[config.mk]
export PLATFORM = sky130hd
export DESIGN_NAME = decryption_demux_flat
export DESIGN_NICKNAME = d
export VERILOG_FILES = /design/src/rtl/decryption_demux_pkg.sv /design/src/rtl/decryption_demux_if.sv /design/src/rtl/demux_fifo.sv /design/src/rtl/decryption_demux.sv /design/src/flat_wrapper.sv
export SDC_FILE = /design/constraint.sdc
export NUM_CORES = 1
export LEC_CHECK = 0
export ABC_AREA = 1
export CORE_MARGIN = 1
export CORE_UTILIZATION = 30
export CTS_BUF_LIST = sky130_fd_sc_hd__clkbuf_16
export CTS_CLUSTER_DIAMETER = 150
export DETAILED_ROUTE_END_ITERATION = 6
export PLACE_DENSITY = 0.52
export SYNTH_ARGS = -nofsm -noshare
export SYNTH_HDL_FRONTEND = slang
export SYNTH_SLANG_ARGS = --single-unit
[constraint.sdc]
create_clock -name clk -period 3.45 [get_ports clk]
set_clock_uncertainty 0.1 [all_clocks]
set_input_delay 0.69 -clock clk [delete_from_list [all_inputs] [get_ports clk]]
set_output_delay 0.69 -clock clk [all_outputs]
set_load 0.02 [all_outputs]
[src/rtl/decryption_demux_pkg.sv]
// decryption_demux_pkg
// Shared definitions for the decryption input router: FSM state encoding,
// channel tag encoding carried alongside each buffered byte, and the default
// end-of-message byte.
package decryption_demux_pkg;

    typedef enum logic [2:0] {
        StIdle,
        StStream,
        StDiscard,
        StWaitAck,
        StWaitDone
    } state_e;

    localparam logic [1:0] CH_CAESAR  = 2'd0;
    localparam logic [1:0] CH_SCYTALE = 2'd1;
    localparam logic [1:0] CH_ZIGZAG  = 2'd2;
    localparam logic [1:0] CH_INVALID = 2'd3;

    localparam logic [7:0] DEF_TERMINATOR = 8'hFA;

endpackage

[src/rtl/decryption_demux_if.sv]
// decryption_demux_if
// Bundles the router's data-side signals.
//   data_i/valid_i/select      : encrypted byte stream and its channel select
//   dataN_o/validN_o (N=0..2)  : per-decryptor output channels
//   busyN_i (N=0..2)           : per-decryptor busy
//   busy_o/overflow_o/err_o    : router status
// The slave modport is the router side; master is the environment side.
interface decryption_demux_if #(
    parameter int unsigned D_WIDTH = 8
) ();

    logic [D_WIDTH-1:0] data_i;
    logic               valid_i;
    logic [1:0]         select;

    logic [D_WIDTH-1:0] data0_o;
    logic [D_WIDTH-1:0] data1_o;
    logic [D_WIDTH-1:0] data2_o;
    logic               valid0_o;
    logic               valid1_o;
    logic               valid2_o;

    logic               busy0_i;
    logic               busy1_i;
    logic               busy2_i;

    logic               busy_o;
    logic               overflow_o;
    logic               err_o;

    modport slave (
        input  data_i, valid_i, select, busy0_i, busy1_i, busy2_i,
        output data0_o, data1_o, data2_o, valid0_o, valid1_o, valid2_o,
        output busy_o, overflow_o, err_o
    );

    modport master (
        output data_i, valid_i, select, busy0_i, busy1_i, busy2_i,
        input  data0_o, data1_o, data2_o, valid0_o, valid1_o, valid2_o,
        input  busy_o, overflow_o, err_o
    );

endinterface

[src/rtl/demux_fifo.sv]
// demux_fifo
// Single-clock synchronous FIFO with first-word fall-through: rdata_o always
// shows the head entry while empty_o is low.
//   clk, rst         : clock, synchronous active-high reset (flushes pointers)
//   push_i, wdata_i  : write request and data (ignored when full without pop)
//   pop_i            : remove head (ignored when empty)
//   rdata_o          : head entry
//   full_o, empty_o  : status
module demux_fifo #(
    parameter int unsigned Width = 10,
    parameter int unsigned Depth = 16
) (
    input  logic             clk,
    input  logic             rst,
    input  logic             push_i,
    input  logic [Width-1:0] wdata_i,
    input  logic             pop_i,
    output logic [Width-1:0] rdata_o,
    output logic             full_o,
    output logic             empty_o
);

    localparam int unsigned AW = (Depth > 1) ? $clog2(Depth) : 1;

    logic [Width-1:0] mem_q [Depth];
    logic [AW:0]      wr_ptr_q, wr_ptr_d;
    logic [AW:0]      rd_ptr_q, rd_ptr_d;
    logic             push_ok, pop_ok;

    // Extra pointer MSB distinguishes full from empty when the indices match.
    assign empty_o = (wr_ptr_q == rd_ptr_q);
    assign full_o  = (wr_ptr_q[AW] != rd_ptr_q[AW]) &&
                     (wr_ptr_q[AW-1:0] == rd_ptr_q[AW-1:0]);
    assign rdata_o = mem_q[rd_ptr_q[AW-1:0]];

    // A pop in the same cycle frees the slot, so a full FIFO still accepts.
    assign pop_ok  = pop_i && !empty_o;
    assign push_ok = push_i && (!full_o || pop_ok);

    always_comb begin
        wr_ptr_d = wr_ptr_q;
        rd_ptr_d = rd_ptr_q;
        if (push_ok) wr_ptr_d = wr_ptr_q + 1'b1;
        if (pop_ok)  rd_ptr_d = rd_ptr_q + 1'b1;
    end

    always_ff @(posedge clk) begin
        if (rst) begin
            wr_ptr_q <= '0;
            rd_ptr_q <= '0;
        end else begin
            wr_ptr_q <= wr_ptr_d;
            rd_ptr_q <= rd_ptr_d;
        end
    end

    always_ff @(posedge clk) begin
        if (push_ok) mem_q[wr_ptr_q[AW-1:0]] <= wdata_i;
    end

endmodule

[src/rtl/decryption_demux.sv]
// decryption_demux
// Front-end router: buffers the encrypted byte stream tagged with its select
// value and steers each whole message (up to and including the terminator)
// to the Caesar, Scytale or ZigZag decryptor, then waits for that decryptor
// to take and finish the message before starting the next one.
//   clk, rst : clock, synchronous active-high reset
//   bus_io   : data stream in, three channel outputs, decryptor busy inputs,
//              busy_o / overflow_o (sticky) / err_o (one-cycle pulse)
module decryption_demux
    import decryption_demux_pkg::*;
#(
    parameter int unsigned        D_WIDTH     = 8,
    parameter int unsigned        FIFO_DEPTH  = 16,
    parameter logic [D_WIDTH-1:0] TERMINATOR  = DEF_TERMINATOR,
    parameter int unsigned        ACK_TIMEOUT = 8
) (
    input  logic                 clk,
    input  logic                 rst,
    decryption_demux_if.slave    bus_io
);

    localparam int unsigned EW    = D_WIDTH + 2;
    localparam int unsigned TMO_W = $clog2(ACK_TIMEOUT + 1);
    localparam logic [TMO_W-1:0] TMO_LAST = TMO_W'(ACK_TIMEOUT - 1);

    state_e                       state_q, state_d;
    logic [1:0]                   chan_q, chan_d;
    logic [TMO_W-1:0]             tmo_q, tmo_d;
    logic [2:0]                   valid_q, valid_d;
    logic [2:0][D_WIDTH-1:0]      data_q, data_d;
    logic                         err_q, err_d;
    logic                         overflow_q, overflow_d;

    logic [EW-1:0]                head;
    logic [1:0]                   head_tag;
    logic [D_WIDTH-1:0]           head_data;
    logic                         head_term;
    logic                         fifo_full, fifo_empty, pop;
    logic                         emit;
    logic [1:0]                   emit_ch;
    logic [3:0]                   busy_vec;
    logic                         chan_busy;

    demux_fifo #(
        .Width (EW),
        .Depth (FIFO_DEPTH)
    ) u_fifo (
        .clk     (clk),
        .rst     (rst),
        .push_i  (bus_io.valid_i),
        .wdata_i ({bus_io.select, bus_io.data_i}),
        .pop_i   (pop),
        .rdata_o (head),
        .full_o  (fifo_full),
        .empty_o (fifo_empty)
    );

    assign head_tag  = head[EW-1 -: 2];
    assign head_data = head[D_WIDTH-1:0];
    assign head_term = (head_data == TERMINATOR);

    // The invalid-channel slot never reports busy.
    always_comb begin
        busy_vec             = '0;
        busy_vec[CH_CAESAR]  = bus_io.busy0_i;
        busy_vec[CH_SCYTALE] = bus_io.busy1_i;
        busy_vec[CH_ZIGZAG]  = bus_io.busy2_i;
    end
    assign chan_busy = busy_vec[chan_q];

    // State register
    always_ff @(posedge clk) begin
        if (rst) state_q <= StIdle;
        else     state_q <= state_d;
    end

    // Next-state logic; the timeout counter is zero everywhere outside
    // WAIT_ACK so it always starts from zero on entry.
    always_comb begin
        state_d = state_q;
        tmo_d   = '0;
        case (state_q)
            StIdle: begin
                if (!fifo_empty) begin
                    if (head_tag == CH_INVALID) state_d = head_term ? StIdle : StDiscard;
                    else                        state_d = head_term ? StWaitAck : StStream;
                end
            end
            StStream:  if (!fifo_empty && head_term) state_d = StWaitAck;
            StDiscard: if (!fifo_empty && head_term) state_d = StIdle;
            StWaitAck: begin
                if (chan_busy)              state_d = StWaitDone;
                else if (tmo_q == TMO_LAST) state_d = StIdle;
                else                        tmo_d   = tmo_q + 1'b1;
            end
            StWaitDone: if (!chan_busy) state_d = StIdle;
            default:    state_d = StIdle;
        endcase
    end

    // Output / datapath logic. The channel is taken from the first byte's tag
    // only; later tags in the same message are ignored.
    always_comb begin
        pop     = 1'b0;
        emit    = 1'b0;
        emit_ch = chan_q;
        chan_d  = chan_q;
        err_d   = 1'b0;
        case (state_q)
            StIdle: begin
                if (!fifo_empty) begin
                    pop    = 1'b1;
                    chan_d = head_tag;
                    if (head_tag == CH_INVALID) begin
                        err_d = 1'b1;
                    end else begin
                        emit    = 1'b1;
                        emit_ch = head_tag;
                    end
                end
            end
            StStream: begin
                if (!fifo_empty) begin
                    pop  = 1'b1;
                    emit = 1'b1;
                end
            end
            StDiscard: pop = !fifo_empty;
            default:   pop = 1'b0;
        endcase

        for (int k = 0; k < 3; k++) begin
            valid_d[k] = emit && (emit_ch == 2'(k));
            data_d[k]  = valid_d[k] ? head_data : '0;
        end

        overflow_d = overflow_q | (bus_io.valid_i & fifo_full & ~pop);
    end

    always_ff @(posedge clk) begin
        if (rst) begin
            chan_q     <= CH_CAESAR;
            tmo_q      <= '0;
            valid_q    <= '0;
            data_q     <= '0;
            err_q      <= 1'b0;
            overflow_q <= 1'b0;
        end else begin
            chan_q     <= chan_d;
            tmo_q      <= tmo_d;
            valid_q    <= valid_d;
            data_q     <= data_d;
            err_q      <= err_d;
            overflow_q <= overflow_d;
        end
    end

    assign bus_io.data0_o    = data_q[CH_CAESAR];
    assign bus_io.data1_o    = data_q[CH_SCYTALE];
    assign bus_io.data2_o    = data_q[CH_ZIGZAG];
    assign bus_io.valid0_o   = valid_q[CH_CAESAR];
    assign bus_io.valid1_o   = valid_q[CH_SCYTALE];
    assign bus_io.valid2_o   = valid_q[CH_ZIGZAG];
    assign bus_io.err_o      = err_q;
    assign bus_io.overflow_o = overflow_q;
    assign bus_io.busy_o     = (state_q != StIdle) || !fifo_empty;

endmodule

[src/flat_wrapper.sv]
// flat-port wrapper written by rule: the top's interface ports become plain ports
module decryption_demux_flat import decryption_demux_pkg::*;
#(
    parameter int unsigned        D_WIDTH     = 8,
    parameter int unsigned        FIFO_DEPTH  = 16,
    parameter logic [D_WIDTH-1:0] TERMINATOR  = DEF_TERMINATOR,
    parameter int unsigned        ACK_TIMEOUT = 8
)
  (clk, rst, bus_io_data_i, bus_io_valid_i, bus_io_select, bus_io_busy0_i, bus_io_busy1_i, bus_io_busy2_i, bus_io_data0_o, bus_io_data1_o, bus_io_data2_o, bus_io_valid0_o, bus_io_valid1_o, bus_io_valid2_o, bus_io_busy_o, bus_io_overflow_o, bus_io_err_o);
  decryption_demux_if #(.D_WIDTH(D_WIDTH)) bus_io_i ();
  input  logic clk;
  input  logic rst;
  input wire logic [$bits(bus_io_i.data_i)-1:0] bus_io_data_i;
  input wire logic [$bits(bus_io_i.valid_i)-1:0] bus_io_valid_i;
  input wire logic [$bits(bus_io_i.select)-1:0] bus_io_select;
  input wire logic [$bits(bus_io_i.busy0_i)-1:0] bus_io_busy0_i;
  input wire logic [$bits(bus_io_i.busy1_i)-1:0] bus_io_busy1_i;
  input wire logic [$bits(bus_io_i.busy2_i)-1:0] bus_io_busy2_i;
  output wire logic [$bits(bus_io_i.data0_o)-1:0] bus_io_data0_o;
  output wire logic [$bits(bus_io_i.data1_o)-1:0] bus_io_data1_o;
  output wire logic [$bits(bus_io_i.data2_o)-1:0] bus_io_data2_o;
  output wire logic [$bits(bus_io_i.valid0_o)-1:0] bus_io_valid0_o;
  output wire logic [$bits(bus_io_i.valid1_o)-1:0] bus_io_valid1_o;
  output wire logic [$bits(bus_io_i.valid2_o)-1:0] bus_io_valid2_o;
  output wire logic [$bits(bus_io_i.busy_o)-1:0] bus_io_busy_o;
  output wire logic [$bits(bus_io_i.overflow_o)-1:0] bus_io_overflow_o;
  output wire logic [$bits(bus_io_i.err_o)-1:0] bus_io_err_o;
  assign bus_io_i.data_i = bus_io_data_i;
  assign bus_io_i.valid_i = bus_io_valid_i;
  assign bus_io_i.select = bus_io_select;
  assign bus_io_i.busy0_i = bus_io_busy0_i;
  assign bus_io_i.busy1_i = bus_io_busy1_i;
  assign bus_io_i.busy2_i = bus_io_busy2_i;
  assign bus_io_data0_o = bus_io_i.data0_o;
  assign bus_io_data1_o = bus_io_i.data1_o;
  assign bus_io_data2_o = bus_io_i.data2_o;
  assign bus_io_valid0_o = bus_io_i.valid0_o;
  assign bus_io_valid1_o = bus_io_i.valid1_o;
  assign bus_io_valid2_o = bus_io_i.valid2_o;
  assign bus_io_busy_o = bus_io_i.busy_o;
  assign bus_io_overflow_o = bus_io_i.overflow_o;
  assign bus_io_err_o = bus_io_i.err_o;
  decryption_demux #(.D_WIDTH(D_WIDTH), .FIFO_DEPTH(FIFO_DEPTH), .TERMINATOR(TERMINATOR), .ACK_TIMEOUT(ACK_TIMEOUT)) u_core (.clk(clk), .rst(rst), .bus_io(bus_io_i));
endmodule
Word level (Yosys, flattened, before mapping)
Memories as Yosys holds them, arrays and structs flattened. A register that Yosys moved wholly into a read port is not among the register bits.
Index checks and enable logic that the tools add are counted.
- magnitude comparators: 1
- $add $sub $neg: 3
- equality and inequality tests: 17
- reduce and logical (&&, ||, !) cells: 22
- multiplexer cells: 25
- bitwise operators: 10
- operators with widths (operator ; number):
    2-to-1 mux 3 bit ; 7
    case mux 3 bit (5 select lines) ; 1
    adder 5 x 1 -> 5 bit (second input constant) ; 2
    2-to-1 mux 2 bit ; 5
    equality test 8 bit (second input constant) ; 1
    2-to-1 mux 4 bit ; 2
    OR reduction 2 bit ; 4
    logical AND 1 bit ; 7
    2-to-1 mux 1 bit ; 7
    NOT 1 bit ; 7
    equality test 3 x 2 -> 1 bit (second input constant) ; 2
    equality test 5 bit ; 1
    AND reduction 5 bit ; 1
    adder 4 x 1 -> 4 bit (second input constant) ; 1
    equality test 2 bit (second input constant) ; 2
    equality test 4 x 3 -> 1 bit (second input constant) ; 1
    equality test 4 bit ; 1
    != test 2 x 1 -> 1 bit (second input constant) ; 2
    != test 2 bit (second input constant) ; 2
    case mux 1 bit (2 select lines) ; 2
    OR reduction 4 bit ; 1
    equality test 3 x 1 -> 1 bit (second input constant) ; 1
    equality test 3 bit (second input constant) ; 1
    logical NOT 3 bit ; 1
    13 further kinds ; 16
- output and inout port bits: 30
- bits in writable memories: 160
- bits in registers: 48
- input bits: 16
- memories: 1
- memories (name ; depth ; width ; read ports ; clocked after memory_dff ; write ports ; line ; RTL):
    u_core.u_fifo.mem_q ; 16 ; 10 ; 1 ; 1 ; 1 ; demux_fifo.sv:25 ; logic [Width-1:0] mem_q [Depth];

Depth between registers and ports, before layout
Gate-level depths: netlist of run 1.
- word-level depth: 8
- depth in mapped cells: 18
- mapped depth without buffers: 16

Hierarchy
A second synthesis of run 1 with hierarchy kept.
- cells, all modules: 716
- area total of the unflattened synthesis: 8395.6 sq um
- by module, submodules not included (module ; area each (sq um) ; instances ; cells an instance):
    demux_fifo ; 7010.5 ; 1 ; 554
    decryption_demux ; 1385.1 ; 1 ; 162

Worst setup path after synthesis of run 1
OpenSTA, ideal clock, no wires.
- kind: flip-flop to flip-flop
- from: register u_core.u_fifo.wr_ptr_q[2]
- to: memory u_core.u_fifo.mem_q[3][0], enable pin
- path slack: 1.481 ns
- library setup time: 0.376 ns
- data required time: 2.974 ns
- cell stages (with the launch flop): 8
- buffers on the path: 0
- arrival time: 1.493 ns
- cell sequence: dfxtp_1 > xor2_1 > nor3_2 > nand4_1 > nand2_1 > nor2_1 > nand2_1 > nor2_1
- cells in the longest elaborated chain, start to end: 8
- ends and longest elaborated chain (item ; line ; RTL):
    start, declared ; demux_fifo.sv:26 ; logic [AW:0] wr_ptr_q, wr_ptr_d;
    start signal, assigned ; demux_fifo.sv:52 ; wr_ptr_q <= wr_ptr_d;
    equality test 5 bit ; demux_fifo.sv:31 ; assign empty_o = (wr_ptr_q == rd_ptr_q);
    2-to-1 mux 1 bit / logical NOT 1 bit (equally long branches) ; - ;
    case mux 1 bit (2 select lines) ; decryption_demux.sv:109 ; case (state_q)
    logical AND 1 bit ; demux_fifo.sv:37 ; assign pop_ok = pop_i && !empty_o;
    logical OR 1 bit ; demux_fifo.sv:38 ; assign push_ok = push_i && (!full_o || pop_ok);
    logical AND 1 bit ; demux_fifo.sv:38 ;
    2-to-1 mux 1 bit ; demux_fifo.sv:58 ; if (push_ok) mem_q[wr_ptr_q[AW-1:0]] <= wdata_i;
    2-to-1 mux 1 bit (implied by the code) ; demux_fifo.sv:58 ;
    end, declared ; demux_fifo.sv:25 ;
Several ways; a longest one is shown, not always the timed one.

Worst setup path after layout of run 1
- from: register u_core.u_fifo.wr_ptr_q[3]
- to: output port bus_io_busy_o
- cells in the longest elaborated chain, start to end: 3
- ends and longest elaborated chain (item ; line ; RTL):
    equality test 5 bit ; demux_fifo.sv:31 ;
    logical NOT 1 bit ; - ;
    logical OR 1 bit ; decryption_demux.sv:166 ; assign bus_io.busy_o = (state_q != StIdle) || !fifo_empty;
    end, declared ; flat_wrapper.sv:25 ; output wire logic [$bits(bus_io_i.busy_o)-1:0] bus_io_busy_o;
Every way passes these cells.

==> qor.yml, run 1 <==
status: "finished clean"
cp-end-kind: "output pin"
grt_pass1_wl_um: 33100
max_freq_mhz: 331
cts_max_level: 1
rr_endpoint: "u_core.state_q[1]$_SDFFE_PP0P_"
antenna_found_initial: 0
synth_seq_cells: 212
ir_worst_vdd_v: 0.000409
setup_tns_ns: 0
drc_errors: 0
rows: 61
overflow: 0
cts_resized: 0
nFillCells: 2884
syn-instance-count: 837
antenna_cells: 0
drv_slew: 0
yosys.cell_types.count: 36
r2r_slack_ns: 0.79
drive_gt1_share_pct: 7.57
route.met2.wl_um: 10400
slew_headroom_pct: 37.6
arrival_ns: 2.23
cts_buffers: 23
start_util_pct: 30.8
synth.largest_area_cell: "edfxtp_1"
synth.area.top_cells: "edfxtp_1, dfxtp_1, nand2_1"
drt-wirelength-per-cell_um: 16.5
dieWidth_um: 172
min_delay_path_depth: 1
holdPathEnd: "u_core.tmo_q[0]$_SDFF_PP0_"
area_delta_synth_final_pct: 17.8
postSynthAreaPerCell_um2: 10.3
routedLengthMet1_um: 9580
route.met3.wl_um: 850
synth_top_area_share_pct: 55.5
cts-root-buf: "clkbuf_16"
drtIter0Drc: 362
path_class: "reg -> out"
firstDrtPassIters: 5
routed.top_layer: "met4"
grt_pass1_vias: 5689
nNetsFinal: 919
power_uw: 7170
cellLeakagePower_uw: 0.00408
fp.dieArea_um2: 29500
cts_tree: "built"
clk_latency_ns: 0.50
ys_seq_area_share_pct: 67.5
fin_crit_sh_pct: 87.7
numPortBuffers: 45
p_per_area_nw_per_um2: 703
setup_violations: 0
synth_area_um2: 8660
min_path_type: "reg -> reg"
rsz0062_at_grt: "no"
clockBufferDepth: 3
drt.antenna.violating_nets: 0
finalWirelength_um: 21200
die_y_um: 172
start_kind: "flip-flop"
grt_max_degree: 73
gp_congestion: 0.778
min_period_ns: 3.02
coreArea_um2: 28100
worst_r2r_path_depth: 14
viasPerCell: 4.47
dp_hpwl_um: 13000
cap_violations: 0
hold_buffers: 0
worst_pin_slew_ns: 0.935
ys_warn_count: 0
clk_pin_slew_ns: 0.05
cp.required_ns: 2.66
io-pin-count: 46
clock-sinks: 212
track_usage_pct: 14.8
holdCritStartpoint: "u_core.tmo_q[0]$_SDFF_PP0_"
hold_slack_ns: 0.341
routed-via-count: 5767
critPathMaxFanout: 6
syn-num-nets: 859
finalHoldViolations: 0
post_cts_buffers: 0
critical path: stages, from the launching register on:
cell and delay (ns):
dfxtp_1 0.37, inv_2 0.12, nor2_1 0.05, nor3_2 0.27, nand3b_2 0.20, nor2_1 0.13
inv_1 0.07, clkdlybuf4s50_1 0.54
where the power goes:
group | leakage, µW | internal (µW) | switching [µW]
clock | 0.000340 | 1200 | 944
combinational | 0.00187 | 637 | 1400
sequential | 0.00187 | 2890 | 105
sequential cells by signal, summed over array words and instances, names as in the netlist, named ones only:
register / cells
u_core.chan_q: 2
u_core.bus_io.data1_o: 8
u_core.valid_q: 3
u_core.tmo_q: 4
u_core.bus_io.err_o: 1
u_core.bus_io.data0_o: 8
u_core.u_fifo.mem_q: 160
u_core.bus_io.data2_o: 8
u_core.u_fifo.rd_ptr_q: 5
u_core.state_q: 3
u_core.u_fifo.wr_ptr_q: 5
u_core.bus_io.overflow_o: 1
kinds of logic (layout without fill, tap and decap cells):
group,Yosys count,after routing,synth area share [%]
xor gates and xnor gates,5,5,0.506
and+or+nand+nor,446,446,21.6
DFF,212,212,67.5
buffers and inverters,119,194,6.27
AOI/OAI and AO/OA,49,49,3.29
adders and majority gates,6,6,0.867
cell type report:
cell class	instances	area, µm²	area share (%)
Timing Repair Buffer	66	633	6.20
Tap cell	378	473	4.64
Sequential cell	212	5850	57.3
Clock inverter	17	66.3	0.650
Multi-Input combinational cell	506	2270	22.3
Clock buffer	23	576	5.64
Inverter	88	338	3.31
synthesized netlist by cell type, drive strengths merged:
master / n
clkinv: 1
nand3: 91
nor2: 109
nand2: 239
inv: 87
o21a: 1
nand4: 1
o31ai: 1
buf: 24
o211a: 1
edfxtp: 160
o21ai: 24
a21oi: 13
clkbuf: 7
xor2: 5
o211ai: 7
nor3: 4
ha: 6
dfxtp: 52
nand3b: 1
nor3b: 1
a211oi: 2
worst max-delay path by stage:
stage | from | to | slack, ns
final | u_core.u_fifo.wr_ptr_q[3]$_SDFFE_PP0P_ | bus_io_busy_o | 0.43
after global routing | u_core.u_fifo.wr_ptr_q[3]$_SDFFE_PP0P_ | bus_io_busy_o | 0.24
after CTS | u_core.u_fifo.wr_ptr_q[3]$_SDFFE_PP0P_ | bus_io_busy_o | 0.39
after detailed placement | flip-flop | u_core.state_q[1]$_SDFFE_PP0P_ | 0.75
after global placement | flip-flop | u_core.state_q[1]$_SDFFE_PP0P_ | 0.77
after floorplan | u_core.u_fifo.wr_ptr_q[2]$_SDFFE_PP0P_ | u_core.u_fifo.mem_q[3][0]$_DFFE_PP_ | 1.48
cells in the final DEF, fill, tap and decap left out, types with 2 or more instances in the layout:
cell and count:
ha_1 6, o21ai_1 7, o211ai_1 7, a21oi_1 12, buf_4 19, nor2_1 103, clkinv_2 2, nor3_1 3
nand3_2 2, nand3_1 89, clkbuf_16 23, nand2_4 2, o21ai_0 16, inv_2 4, nor2_2 4, a211oi_1 2
clkdlybuf4s50_1 45, nor2_4 2, buf_12 2, nand2_1 235, inv_1 88, edfxtp_1 160, nand2_2 2, dfxtp_1 51
xor2_1 5, clkinv_1 9
stage by stage:
stage | cell area [µm²] | cells | setup slack, ns | util, %
after global placement | 9560 | 1250 | 0.765 | 34.0
final | 10200 | 1290 | 0.425 | 36.3
after detailed placement | 9560 | 1250 | 0.745 | 34.0
after CTS | 10200 | 1290 | 0.386 | 36.3
after global routing | 10200 | 1290 | 0.236 | 36.3
after floorplan | 8660 | 837 | 1.48 | -
layer usage:
metal	global-route usage, %	vias to the layer above
li1	-	2871
met1	19.6	2751
met2	25.1	115
met3	1.90	30
met4	4.69	0
met5	0	-
(Power assumes the default switching activity.)
==> run 2: changes to the inputs <==
--- a/config.mk
+++ b/config.mk
@@ -12,6 +12,7 @@
 export CTS_CLUSTER_DIAMETER = 150
 export DETAILED_ROUTE_END_ITERATION = 6
 export PLACE_DENSITY = 0.52
+export SETUP_SLACK_MARGIN = 0.15
 export SYNTH_ARGS = -nofsm -noshare
 export SYNTH_HDL_FRONTEND = slang
 export SYNTH_SLANG_ARGS = --single-unit
==> results of run 2 <==
Final layout, timing and power as in run 1 (identical DEF).
